### src/rtl/bus_arbiter_if.sv
// Bus arbitration handshake bundle: per-master request/done in, one-hot grant and status out.
// The master modport faces the requesting blocks; the slave modport faces the arbiter.
interface bus_arbiter_if #(
    parameter int unsigned NUM_REQ = 4,
    parameter int unsigned ID_W    = 2
);
    logic [NUM_REQ-1:0] req;
    logic [NUM_REQ-1:0] done;
    logic [NUM_REQ-1:0] grant;
    logic [ID_W-1:0]    grant_id;
    logic               busy;
    logic               timeout;

    modport master (
        output req, done,
        input  grant, grant_id, busy, timeout
    );

    modport slave (
        input  req, done,
        output grant, grant_id, busy, timeout
    );
endinterface

### src/rtl/bus_arbiter.sv
// Round-robin owner arbiter for the shared Addr/Data bus with one idle turnaround cycle between owners.
// Optional forced release of a stuck owner is compiled in with `define BUS_TIMEOUT_EN.
module bus_arbiter #(
    parameter int unsigned NUM_REQ        = 4,
    parameter int unsigned ID_W           = 2,
    parameter int unsigned TIMEOUT_CYCLES = 64
) (
    input logic       clk,
    input logic       rst_n,
    bus_arbiter_if.slave bus
);

    typedef enum logic [1:0] {
        S_IDLE,
        S_OWNED,
        S_TURN
    } state_t;

    state_t             state_q, state_d;
    logic [NUM_REQ-1:0] grant_q, grant_d;
    logic [ID_W-1:0]    gid_q, gid_d;
    logic [ID_W-1:0]    ptr_q, ptr_d;
    logic               to_q, to_d;

    logic               found;
    logic [ID_W-1:0]    win_id;
    logic               normal_rel;
    logic               expired;

`ifdef BUS_TIMEOUT_EN
    logic [7:0] cnt_q, cnt_d;
    assign expired = (state_q == S_OWNED) && (cnt_q == 8'(TIMEOUT_CYCLES - 1));
`else
    assign expired = 1'b0;
`endif

    // First pending request at or after ptr, wrapping modulo NUM_REQ.
    always_comb begin
        found  = 1'b0;
        win_id = '0;
        for (int unsigned i = 0; i < NUM_REQ; i++) begin
            int unsigned idx;
            idx = int'(ptr_q) + i;
            if (idx >= NUM_REQ) idx = idx - NUM_REQ;
            if (!found && bus.req[ID_W'(idx)]) begin
                found  = 1'b1;
                win_id = ID_W'(idx);
            end
        end
    end

    assign normal_rel = bus.done[gid_q] || !bus.req[gid_q];

    always_comb begin
        state_d = state_q;
        grant_d = grant_q;
        gid_d   = gid_q;
        ptr_d   = ptr_q;
        to_d    = 1'b0;
`ifdef BUS_TIMEOUT_EN
        cnt_d   = cnt_q;
`endif
        unique case (state_q)
            S_IDLE: begin
                if (found) begin
                    grant_d = NUM_REQ'(1) << win_id;
                    gid_d   = win_id;
                    state_d = S_OWNED;
`ifdef BUS_TIMEOUT_EN
                    cnt_d   = '0;
`endif
                end
            end
            S_OWNED: begin
                if (normal_rel || expired) begin
                    grant_d = '0;
                    ptr_d   = (gid_q == ID_W'(NUM_REQ - 1)) ? '0 : gid_q + 1'b1;
                    state_d = S_TURN;
                    to_d    = !normal_rel;
                end else begin
`ifdef BUS_TIMEOUT_EN
                    cnt_d = cnt_q + 8'd1;
`endif
                end
            end
            S_TURN: begin
                state_d = S_IDLE;
            end
            default: begin
                state_d = S_IDLE;
                grant_d = '0;
            end
        endcase
    end

    always_ff @(posedge clk or negedge rst_n) begin
        if (!rst_n) begin
            state_q <= S_IDLE;
            grant_q <= '0;
            gid_q   <= '0;
            ptr_q   <= '0;
            to_q    <= 1'b0;
        end else begin
            state_q <= state_d;
            grant_q <= grant_d;
            gid_q   <= gid_d;
            ptr_q   <= ptr_d;
            to_q    <= to_d;
        end
    end

`ifdef BUS_TIMEOUT_EN
    always_ff @(posedge clk or negedge rst_n) begin
        if (!rst_n) cnt_q <= '0;
        else        cnt_q <= cnt_d;
    end
`endif

    assign bus.grant    = grant_q;
    assign bus.grant_id = gid_q;
    assign bus.busy     = (state_q != S_IDLE);
    assign bus.timeout  = to_q;

endmodule

### src/flat_wrapper.sv
// flat-port wrapper written by rule: the top's interface ports become plain ports
module bus_arbiter_flat 
#(
    parameter int unsigned NUM_REQ        = 4,
    parameter int unsigned ID_W           = 2,
    parameter int unsigned TIMEOUT_CYCLES = 64
)
  (clk, rst_n, bus_req, bus_done, bus_grant, bus_grant_id, bus_busy, bus_timeout);
  bus_arbiter_if #(.NUM_REQ(NUM_REQ), .ID_W(ID_W)) bus_i ();
  input logic clk;
  input logic rst_n;
  input wire logic [$bits(bus_i.req)-1:0] bus_req;
  input wire logic [$bits(bus_i.done)-1:0] bus_done;
  output wire logic [$bits(bus_i.grant)-1:0] bus_grant;
  output wire logic [$bits(bus_i.grant_id)-1:0] bus_grant_id;
  output wire logic [$bits(bus_i.busy)-1:0] bus_busy;
  output wire logic [$bits(bus_i.timeout)-1:0] bus_timeout;
  assign bus_i.req = bus_req;
  assign bus_i.done = bus_done;
  assign bus_grant = bus_i.grant;
  assign bus_grant_id = bus_i.grant_id;
  assign bus_busy = bus_i.busy;
  assign bus_timeout = bus_i.timeout;
  bus_arbiter #(.NUM_REQ(NUM_REQ), .ID_W(ID_W), .TIMEOUT_CYCLES(TIMEOUT_CYCLES)) u_core (.clk(clk), .rst_n(rst_n), .bus(bus_i));
endmodule
### config.mk
export PLATFORM = sky130hd
export DESIGN_NAME = bus_arbiter_flat
export DESIGN_NICKNAME = d
export VERILOG_FILES = /design/src/rtl/bus_arbiter_if.sv /design/src/rtl/bus_arbiter.sv /design/src/flat_wrapper.sv
export SDC_FILE = /design/constraint.sdc
export NUM_CORES = 1
export LEC_CHECK = 0
export CORE_AREA = 2 2 42 44
export DETAILED_ROUTE_END_ITERATION = 10
export DIE_AREA = 0 0 44 46
export PLACE_DENSITY = 0.68
export SLEW_MARGIN = 20
export SYNTH_ARGS = -nofsm -noshare
export SYNTH_HDL_FRONTEND = slang
export SYNTH_SLANG_ARGS = --single-unit
### constraint.sdc
create_clock -name clk -period 1.8 [get_ports clk]
set_input_delay 0.36 -clock clk [delete_from_list [all_inputs] [get_ports clk]]
set_output_delay 0.36 -clock clk [all_outputs]
set_load 0.05 [all_outputs]
Word-level counts from Yosys, hierarchy flattened
Cells that the tools add are included.
W data, S select, Z words.
{"block": "word_totals", "register_bits": 11, "output_inout_bits": 8}
{"block": "op_classes", "add_sub_neg": 8, "n_lt_le_gt_ge": 9, "eq_ne": 5, "shift": 1, "muxes": 33, "bitwise_logic": 1, "reduce_logical": 15}
{"cell": "$mux W2", "n": 11}
{"cell": "$lt A2 B3 Y1 const B", "n": 5}
{"cell": "$bmux W1 S2", "n": 6}
{"cell": "$mux W1", "n": 12}
{"cell": "$pmux W4 S3", "n": 1}
{"cell": "$ge A3 B3 Y1 const B", "n": 3}
{"cell": "$mux W4", "n": 2}
{"cell": "$sub A2 B1 Y2 const B", "n": 4}
{"cell": "$add A2 B2 Y3 const B", "n": 2}
{"cell": "$reduce_and A2 Y1", "n": 3}
{"cell": "$logic_not A1 Y1", "n": 5}
{"cell": "$eq A2 B2 Y1 const B", "n": 2}
{"cell": "$ne A2 B1 Y1 const B", "n": 2}
{"cell": "$pmux W2 S2", "n": 1}
{"cell": "$shl A1 B2 Y4 const A", "n": 1}
{"cell": "$add A2 B1 Y3 const B", "n": 1}
{"cell": "$ge A2 B3 Y1 const B", "n": 1}
{"cell": "$logic_and A1 B1 Y1", "n": 3}
{"cell": "$reduce_and A3 Y1", "n": 1}
{"cell": "$add A2 B1 Y2 const B", "n": 1}
{"cell": "$eq A2 B1 Y1 const B", "n": 1}
{"cell": "$logic_not A2 Y1", "n": 1}
{"cell": "$reduce_bool A2 Y1", "n": 1}
{"cell": "$logic_or A1 B1 Y1", "n": 1}
{"cell": "$not A1 Y1", "n": 1}

Logic depth before layout (Yosys ltp)
Gate-level depths: netlist of the first run.
{"block": "depth", "word_depth": 17, "mapped_depth": 4, "depth_no_buf": 4}

Worst setup path after synthesis of the first run
OpenSTA, ideal clock, no wires.
{"block": "synth_timing", "path_kind": "register to register", "startpoint": "reg u_core.gid_q[0] (netlist: u_core.bus.grant_id[0])", "endpoint": "reg u_core.ptr_q[0]", "setup_ns": 0.125, "arrival_ns": 1.751, "t_required_ns": 1.675, "path_slack_ns": -0.076, "stages_incl_launch_ff": 5, "synth_period_minus_slack_ns": 1.876, "cell_sequence": "dfrtp_1 -> and4bb_4 -> nor4_4 -> nand3b_4 -> mux2_4"}
{"block": "synth_via", "elab_chain_cells": 5}
{"item": "start, declared", "line_no": "bus_arbiter.sv:21", "source": "logic [ID_W-1:0] gid_q, gid_d;"}
{"item": "start signal, assigned", "line_no": "bus_arbiter.sv:106", "source": "gid_q <= gid_d;"}
{"item": "$bmux W1 S2", "line_no": "bus_arbiter.sv:52", "source": "assign normal_rel = bus.done[gid_q] || !bus.req[gid_q];"}
{"item": "$mux W1 (implied by the code)", "line_no": "bus_arbiter.sv:52"}
{"item": "$logic_not A1 Y1", "line_no": "bus_arbiter.sv:52"}
{"item": "$logic_or A1 B1 Y1", "line_no": "bus_arbiter.sv:52"}
{"item": "$reduce_and A2 Y1 (no line)"}
{"item": "end signal, assigned", "line_no": "bus_arbiter.sv:107", "source": "ptr_q <= ptr_d;"}
{"item": "end, declared", "line_no": "bus_arbiter.sv:22", "source": "logic [ID_W-1:0] ptr_q, ptr_d;"}
Parallel ways exist; a longest one is shown, timed or not. The select of a mux whose other input is x is not followed.
A chain may end at the register's enable or synchronous reset.

Worst setup path in the final report of the first run
{"block": "layout_timing", "startpoint": "in bus_req[2]", "endpoint": "reg u_core.grant_q[1] (netlist: u_core.bus.grant[1])"}
{"block": "layout_via", "elab_chain_cells": 15}
{"item": "start, declared", "line_no": "flat_wrapper.sv:12", "source": "input wire logic [$bits(bus_i.req)-1:0] bus_req;"}
{"item": "$bmux W1 S2", "line_no": "bus_arbiter.sv:45", "source": "if (!found && bus.req[ID_W'(idx)]) begin"}
{"item": "$mux W1 (implied by the code)", "line_no": "bus_arbiter.sv:45"}
{"item": "$mux W1", "line_no": "bus_arbiter.sv:45"}
{"item": "$logic_not A1 Y1", "line_no": "bus_arbiter.sv:45"}
{"item": "$logic_and A1 B1 Y1", "line_no": "bus_arbiter.sv:45"}
{"item": "$mux W1", "line_no": "bus_arbiter.sv:45"}
{"item": "$logic_not A1 Y1", "line_no": "bus_arbiter.sv:45"}
{"item": "$logic_and A1 B1 Y1", "line_no": "bus_arbiter.sv:45"}
{"item": "$mux W1", "line_no": "bus_arbiter.sv:45"}
{"item": "$logic_not A1 Y1", "line_no": "bus_arbiter.sv:45"}
{"item": "$logic_and A1 B1 Y1", "line_no": "bus_arbiter.sv:45"}
{"item": "$mux W2", "line_no": "bus_arbiter.sv:45"}
{"item": "$shl A1 B2 Y4", "line_no": "bus_arbiter.sv:66", "source": "grant_d = NUM_REQ'(1) << win_id;"}
{"item": "$mux W4", "line_no": "bus_arbiter.sv:65", "source": "if (found) begin"}
{"item": "$pmux W4 S3", "line_no": "bus_arbiter.sv:63", "source": "unique case (state_q)"}
{"item": "end signal, assigned", "line_no": "bus_arbiter.sv:105", "source": "grant_q <= grant_d;"}
{"item": "end, declared", "line_no": "bus_arbiter.sv:20", "source": "logic [NUM_REQ-1:0] grant_q, grant_d;"}
Parallel ways exist; a longest one is shown, timed or not. The select of a mux whose other input is x is not followed.

==> flow_summary.yaml, run 1 <==
outcome:
  status: "complete, no violations"
cells_and_area:
  layout_commonest_cell: "buf_4"
  fill_cells: 149
  design_area_um2: 864.6
  drive_gt1_share_pct: 36.84
  layout_common_cells: "buf_4 (14), clkdlybuf4s50_1 (9), dfrtp_1 (8)"
  diodes: 0
  area_delta_synth_final_pct: 42.18
  final_nets: 88
worst_setup_path:
  crit_type: "primary input to flop"
  cp_max_fo: 4
  critPathRequiredTime_ns: 1.95
  critPathCaptureType: "flop"
  critical-path-max-stage-delay_ns: 0.47
  arrival_ns: 1.87
  slowest_stage: "clkdlybuf4s50_1"
  worst-path-buf-inv: 2
  crit_family: "buffers and inverters"
  worstSetupStartpointType: "primary input"
  cp_cell_sequence: "clkdlybuf4s50_1 -> and4bb_4 -> nor4_4 -> buf_4 -> o31ai_2 -> a32o_1"
logic_synthesis:
  synth_compound_area_share_pct: 19.75
  synthesis.area_um2: 608.1
  synth_top_family_by_area: "simple AND/OR/NAND/NOR gates"
  synthAdderAreaFrac_pct: 2.058
  synth_cell_types: 29
  synth_cells: 50
  ys_warn_count: 0
  synthSimpleGateAreaFrac_pct: 24.69
  synth_mux_area_share_pct: 8.642
  yosysSeqAreaShare_pct: 41.15
  synth-xor-area-share_pct: 0
  synth_fp_nets: 61
  avgSynthCellArea_um2: 12.16
  ys_seq_elements: 10
grt:
  grt.overflow.total: 0
  grt_max_degree: 11
  grt_pass1_vias: 468
  antenna_found_initial: 0
  gr-usage-all-layers_pct: 14.00
  grt_pass1_wl_um: 2021
worst_hold_path:
  hp-class: "primary input to asynchronous set/reset pin"
timing:
  period_share_pct: 95.34
  hold_slack_ns: 0.4144
  hold_viol: 0
  fmax_ghz: 0.5827
  finalSetupViolCount: 0
  clock_skew_ns: 0.0005263
  min_period_ns: 1.716
  slew_viol_final: 0
  rsz0062_at_grt: "false"
clock_network:
  clock_latency_ns: 0.26
  cts_tree: "yes"
  cts-root-buf: "clkbuf_4"
  clock_sinks: 10
  cts_buffers: 3
  hold_buffers: 0
  cts_setup_buffers: 0
  clk_pin_slew_ns: 0.06
  cts.path.max_buffers: 2
  cts_htree_levels: 1
floorplan:
  core_area_um2: 1614
  num_io_pins: 18
  die_w_um: 44
  start_util_pct: 37.67
  rows: 15
  dieArea_um2: 2024
  dieHeight_um: 46
placed_design:
  hpwl_um: 1044
  place_congestion: 0.8311
  port_buffers: 16
  place_area_um2: 819.5
power_and_ir_drop:
  p_per_area_nw_per_um2: 1939
  irDropWorstVdd_uv: 890.4
  p_total_uw: 1677
  p_leak_uw: 0.0003982
drt:
  post_drt_wl_per_cell_um: 14.37
  totalWireLength_um: 1336
  drtIter0Drc: 4
  vias: 521
  drc: 0
  first_pass_iters: 3
  drtAntennaViolNets: 0
  vias_per_cell: 5.602
flow_run:
  cap_violations: 0
## cell usage after synthesis
cell | n | area share [%]
a211oi_1 | 1 | 1.2
a21o_1 | 1 | 1.2
a21oi_1 | 2 | 1.6
a221o_1 | 1 | 1.6
a221oi_1 | 1 | 1.4
a32o_1 | 4 | 6.6
and2_1 | 1 | 1.0
and4b_1 | 1 | 1.6
and4bb_2 | 1 | 2.1
and4bb_4 | 1 | 2.7
buf_4 | 1 | 1.2
conb_1 | 1 | 0.62
dfrtp_1 | 10 | 41
ha_1 | 1 | 2.1
inv_1 | 3 | 1.9
mux2_1 | 2 | 3.7
mux2_4 | 2 | 4.9
nand2b_1 | 2 | 2.1
nand3b_4 | 1 | 3.3
nor2_1 | 3 | 1.9
nor2b_1 | 2 | 2.1
nor4_1 | 1 | 1.0
nor4_4 | 1 | 3.5
nor4b_2 | 1 | 2.5
o21ai_0 | 1 | 0.82
o31ai_2 | 1 | 2.1
o32a_1 | 1 | 1.6
o32ai_1 | 1 | 1.4
or2_1 | 1 | 1.0
## cell type report
| type | count | area, µm² | area share [%] |
|---|---|---|---|
| flip-flops and latches | 10 | 252.7 | 29.23 |
| well taps | 17 | 21.27 | 2.460 |
| inverters | 3 | 11.26 | 1.302 |
| clock buffers | 4 | 36.28 | 4.197 |
| repair buffers | 23 | 195.2 | 22.58 |
| multi-input cells | 36 | 347.8 | 40.23 |
## per-layer routing
metal,routed length [µm],share of wire (%),vias up,track usage (%)
li1,-,-,249,-
met1,593,44,257,16.67
met2,677,51,15,23.82
met3,65,4.9,0,2.778
met4,0,0,0,7.273
met5,0,0,-,0
## state kept, by name, indices dropped and copies added, names as in the netlist
| signal | cells |
|---|---|
| u_core.bus.grant | 4 |
| u_core.state_q | 2 |
| u_core.ptr_q | 2 |
| u_core.bus.grant_id | 2 |
## cell families (layout without fill, tap and decap cells)
group	Yosys count	count (layout)
simple gates	16	16
compound gates	14	14
flops	10	10
mux	4	4
buf+inv	4	30
fa+ha+maj	1	1
other cells	1	1
## metrics by stage
stage	TNS (ns)	utilization (%)	instances	worst slack [ns]
final	0	53.57	93	0.08387
after global routing	0	53.57	93	0.01333
after CTS	0	53.02	93	0.08439
after detailed placement	-1.327	50.78	89	-0.1938
after global placement	-1.320	50.78	89	-0.2034
after floorplan	0	-	50	0.07245
## power breakdown
group / leakage (µW) / internal, µW / total, µW / switching (µW)
registers: 0.000124 / 343 / 484 / 142
logic: 0.000253 / 441 / 993 / 553
clock network: 0.0000210 / 123 / 199 / 76.2
total: 0.000398 / 906 / 1680 / 771
## timing repair
item | in CTS | in global routing
gates resized for setup | 0 | 1
endpoints found under the setup margin | 0 | 4
endpoints found under the hold margin | 0 | 0
## worst paths after layout
path	cells past startpoint	slack (ns)	end	from
worst max-delay path	6	0.08	u_core.bus.grant[1]	bus_req[2]
max in group asynchronous	1	1.04	u_core.bus.grant_id[0]	rst_n
min in group clk	1	0.49	u_core.bus.grant[0]	u_core.bus.grant[0]
worst min register to register	1	0.49	u_core.bus.grant[0]	u_core.bus.grant[0]
worst min-delay path	1	0.41	u_core.bus.grant[0]	rst_n
worst max register to register	5	0.14	u_core.bus.grant[1]	u_core.bus.grant_id[0]
(Power assumes the default switching activity.)
==> inputs of run 2 (changes only) <==
- CORE_AREA: 2 2 42 44 -> 8 8 48 50
- DIE_AREA: 0 0 44 46 -> 0 0 56 58
==> run 2 against run 1 <==
  * Via count is 0.38% lower
  * Final cell count is 2.2% higher
  * Maximum frequency fell by 0.79%
  * Clock skew barely moved
  * Sequential power barely moved
  * Register-to-register slack about the same
  * Cell area rose by 0.72%
  * Global-route usage is 5.3 points lower
  * Wire length grew 6.7%
  * Die area up 60%
  * Clock-buffer cell count unchanged
  * Critical endpoint unchanged
==> flow_summary.yaml, run 2 (synthesis gave the netlist of run 1 again) <==
grt:
  antenna_found_initial: 0
  grt_pass1_vias: 498
  gr-usage-all-layers_pct: 8.723
  grt.overflow.total: 0
  grt_pass1_wl_um: 2297
  grt_max_degree: 11
power_and_ir_drop:
  p_per_area_nw_per_um2: 1916
  p_leak_uw: 0.0004031
  irDropWorstVdd_uv: 972.7
cells_and_area:
  largest_reg_flops: 4
  area_delta_synth_final_pct: 43.21
  diodes: 0
  layout_common_cells: "buf_4 (16), clkdlybuf4s50_1 (9), dfrtp_1 (8)"
  layout_commonest_cell: "buf_4"
  drive_gt1_share_pct: 38.46
  fin_cells: 95
  final_nets: 90
outcome:
  status: "complete, no violations"
timing:
  hold_viol: 0
  rsz0062_at_grt: "false"
  fmax_ghz: 0.5781
  clock_skew_ns: 0.0002673
  period_share_pct: 96.10
  min_period_ns: 1.730
  slew_viol_final: 0
  hold_slack_ns: 0.4091
  finalSetupViolCount: 0
placed_design:
  place_congestion: 0.7776
  hpwl_um: 1159
  placedCellCount: 91
  port_buffers: 16
floorplan:
  core_area_um2: 1614
  start_util_pct: 37.67
  die_w_um: 56
  rows: 15
  dieHeight_um: 58
  num_io_pins: 18
  dieArea_um2: 3248
clock_network:
  cts_repair_resize_count: 0
  cts_buffers: 3
  cts-root-buf: "clkbuf_4"
  clock_latency_ns: 0.26
  cts_tree: "yes"
  cts_setup_buffers: 0
  cts.path.max_buffers: 2
  cts_htree_levels: 1
  clk_pin_slew_ns: 0.06
  hold_buffers: 0
  clock_sinks: 10
worst_setup_path:
  critPathRequiredTime_ns: 1.95
  critical-path-max-stage-delay_ns: 0.46
  worstSetupStartpointType: "primary input"
  crit_type: "primary input to flop"
  cp_cell_sequence: "clkdlybuf4s50_1 -> and4b_1 -> nor4_4 -> buf_4 -> o31ai_2 -> a32o_1"
  worst-path-buf-inv: 2
  critPathCaptureType: "flop"
  arrival_ns: 1.88
  slowest_stage: "clkdlybuf4s50_1"
  cp_max_fo: 4
  crit_family: "buffers and inverters"
worst_hold_path:
  hp-class: "primary input to asynchronous set/reset pin"
drt:
  post_drt_wl_per_cell_um: 15.01
  totalWireLength_um: 1426
  drtIter0Drc: 9
  vias: 519
  first_pass_iters: 4
  drc: 0
  drtAntennaViolNets: 0
  vias_per_cell: 5.463
flow_run:
  cap_violations: 0
-- run 2: area by class of cell --
class	count	area (µm²)
well taps	17	21.27
inverters	3	11.26
repair buffers	25	210.2
multi-input cells	36	339.1
clock buffers	4	36.28
flip-flops and latches	10	252.7
fillers	149	743.2
-- run 2: final timing paths --
check,start,to,slack [ns],cells after the start
setup / recovery,bus_done[3],u_core.bus.grant[1],0.07,6
hold / removal,rst_n,u_core.bus.grant[0],0.41,1
setup reg to reg,u_core.bus.grant_id[0],u_core.bus.grant[1],0.14,5
hold reg to reg,u_core.bus.grant[0],u_core.bus.grant[0],0.50,1
max in group asynchronous,rst_n,u_core.bus.grant_id[0],1.06,1
min in group clk,u_core.bus.grant[0],u_core.bus.grant[0],0.50,1
-- run 2: power breakdown --
part | leakage (µW) | internal, µW | switching (µW)
clock | 0.0000210 | 123 | 73.3
combinational | 0.000258 | 440 | 550
sequential | 0.000124 | 343 | 140
total | 0.000403 | 905 | 763
-- run 2: metal layers --
layer  routed length, µm  GRT usage [%]
met1                 703          11.45
met2                 622          12.04
met3                  84          2.620
met4                  17          5.498
met5                   0              0
-- run 2: per-stage QoR --
step	power (µW)	instance area (µm²)	worst slack, ns	util [%]	setup TNS (ns)
2_1_floorplan	1144	610.6	0.07245	-	0
3_3_place_gp	1469	834.6	-0.1775	51.71	-1.213
3_5_place_dp	1483	834.6	-0.1953	51.71	-1.334
4_1_cts	1685	870.8	0.07056	53.95	0
5_1_grt	1764	870.8	0.01615	53.95	0
6_report	1669	870.8	0.07013	53.95	0
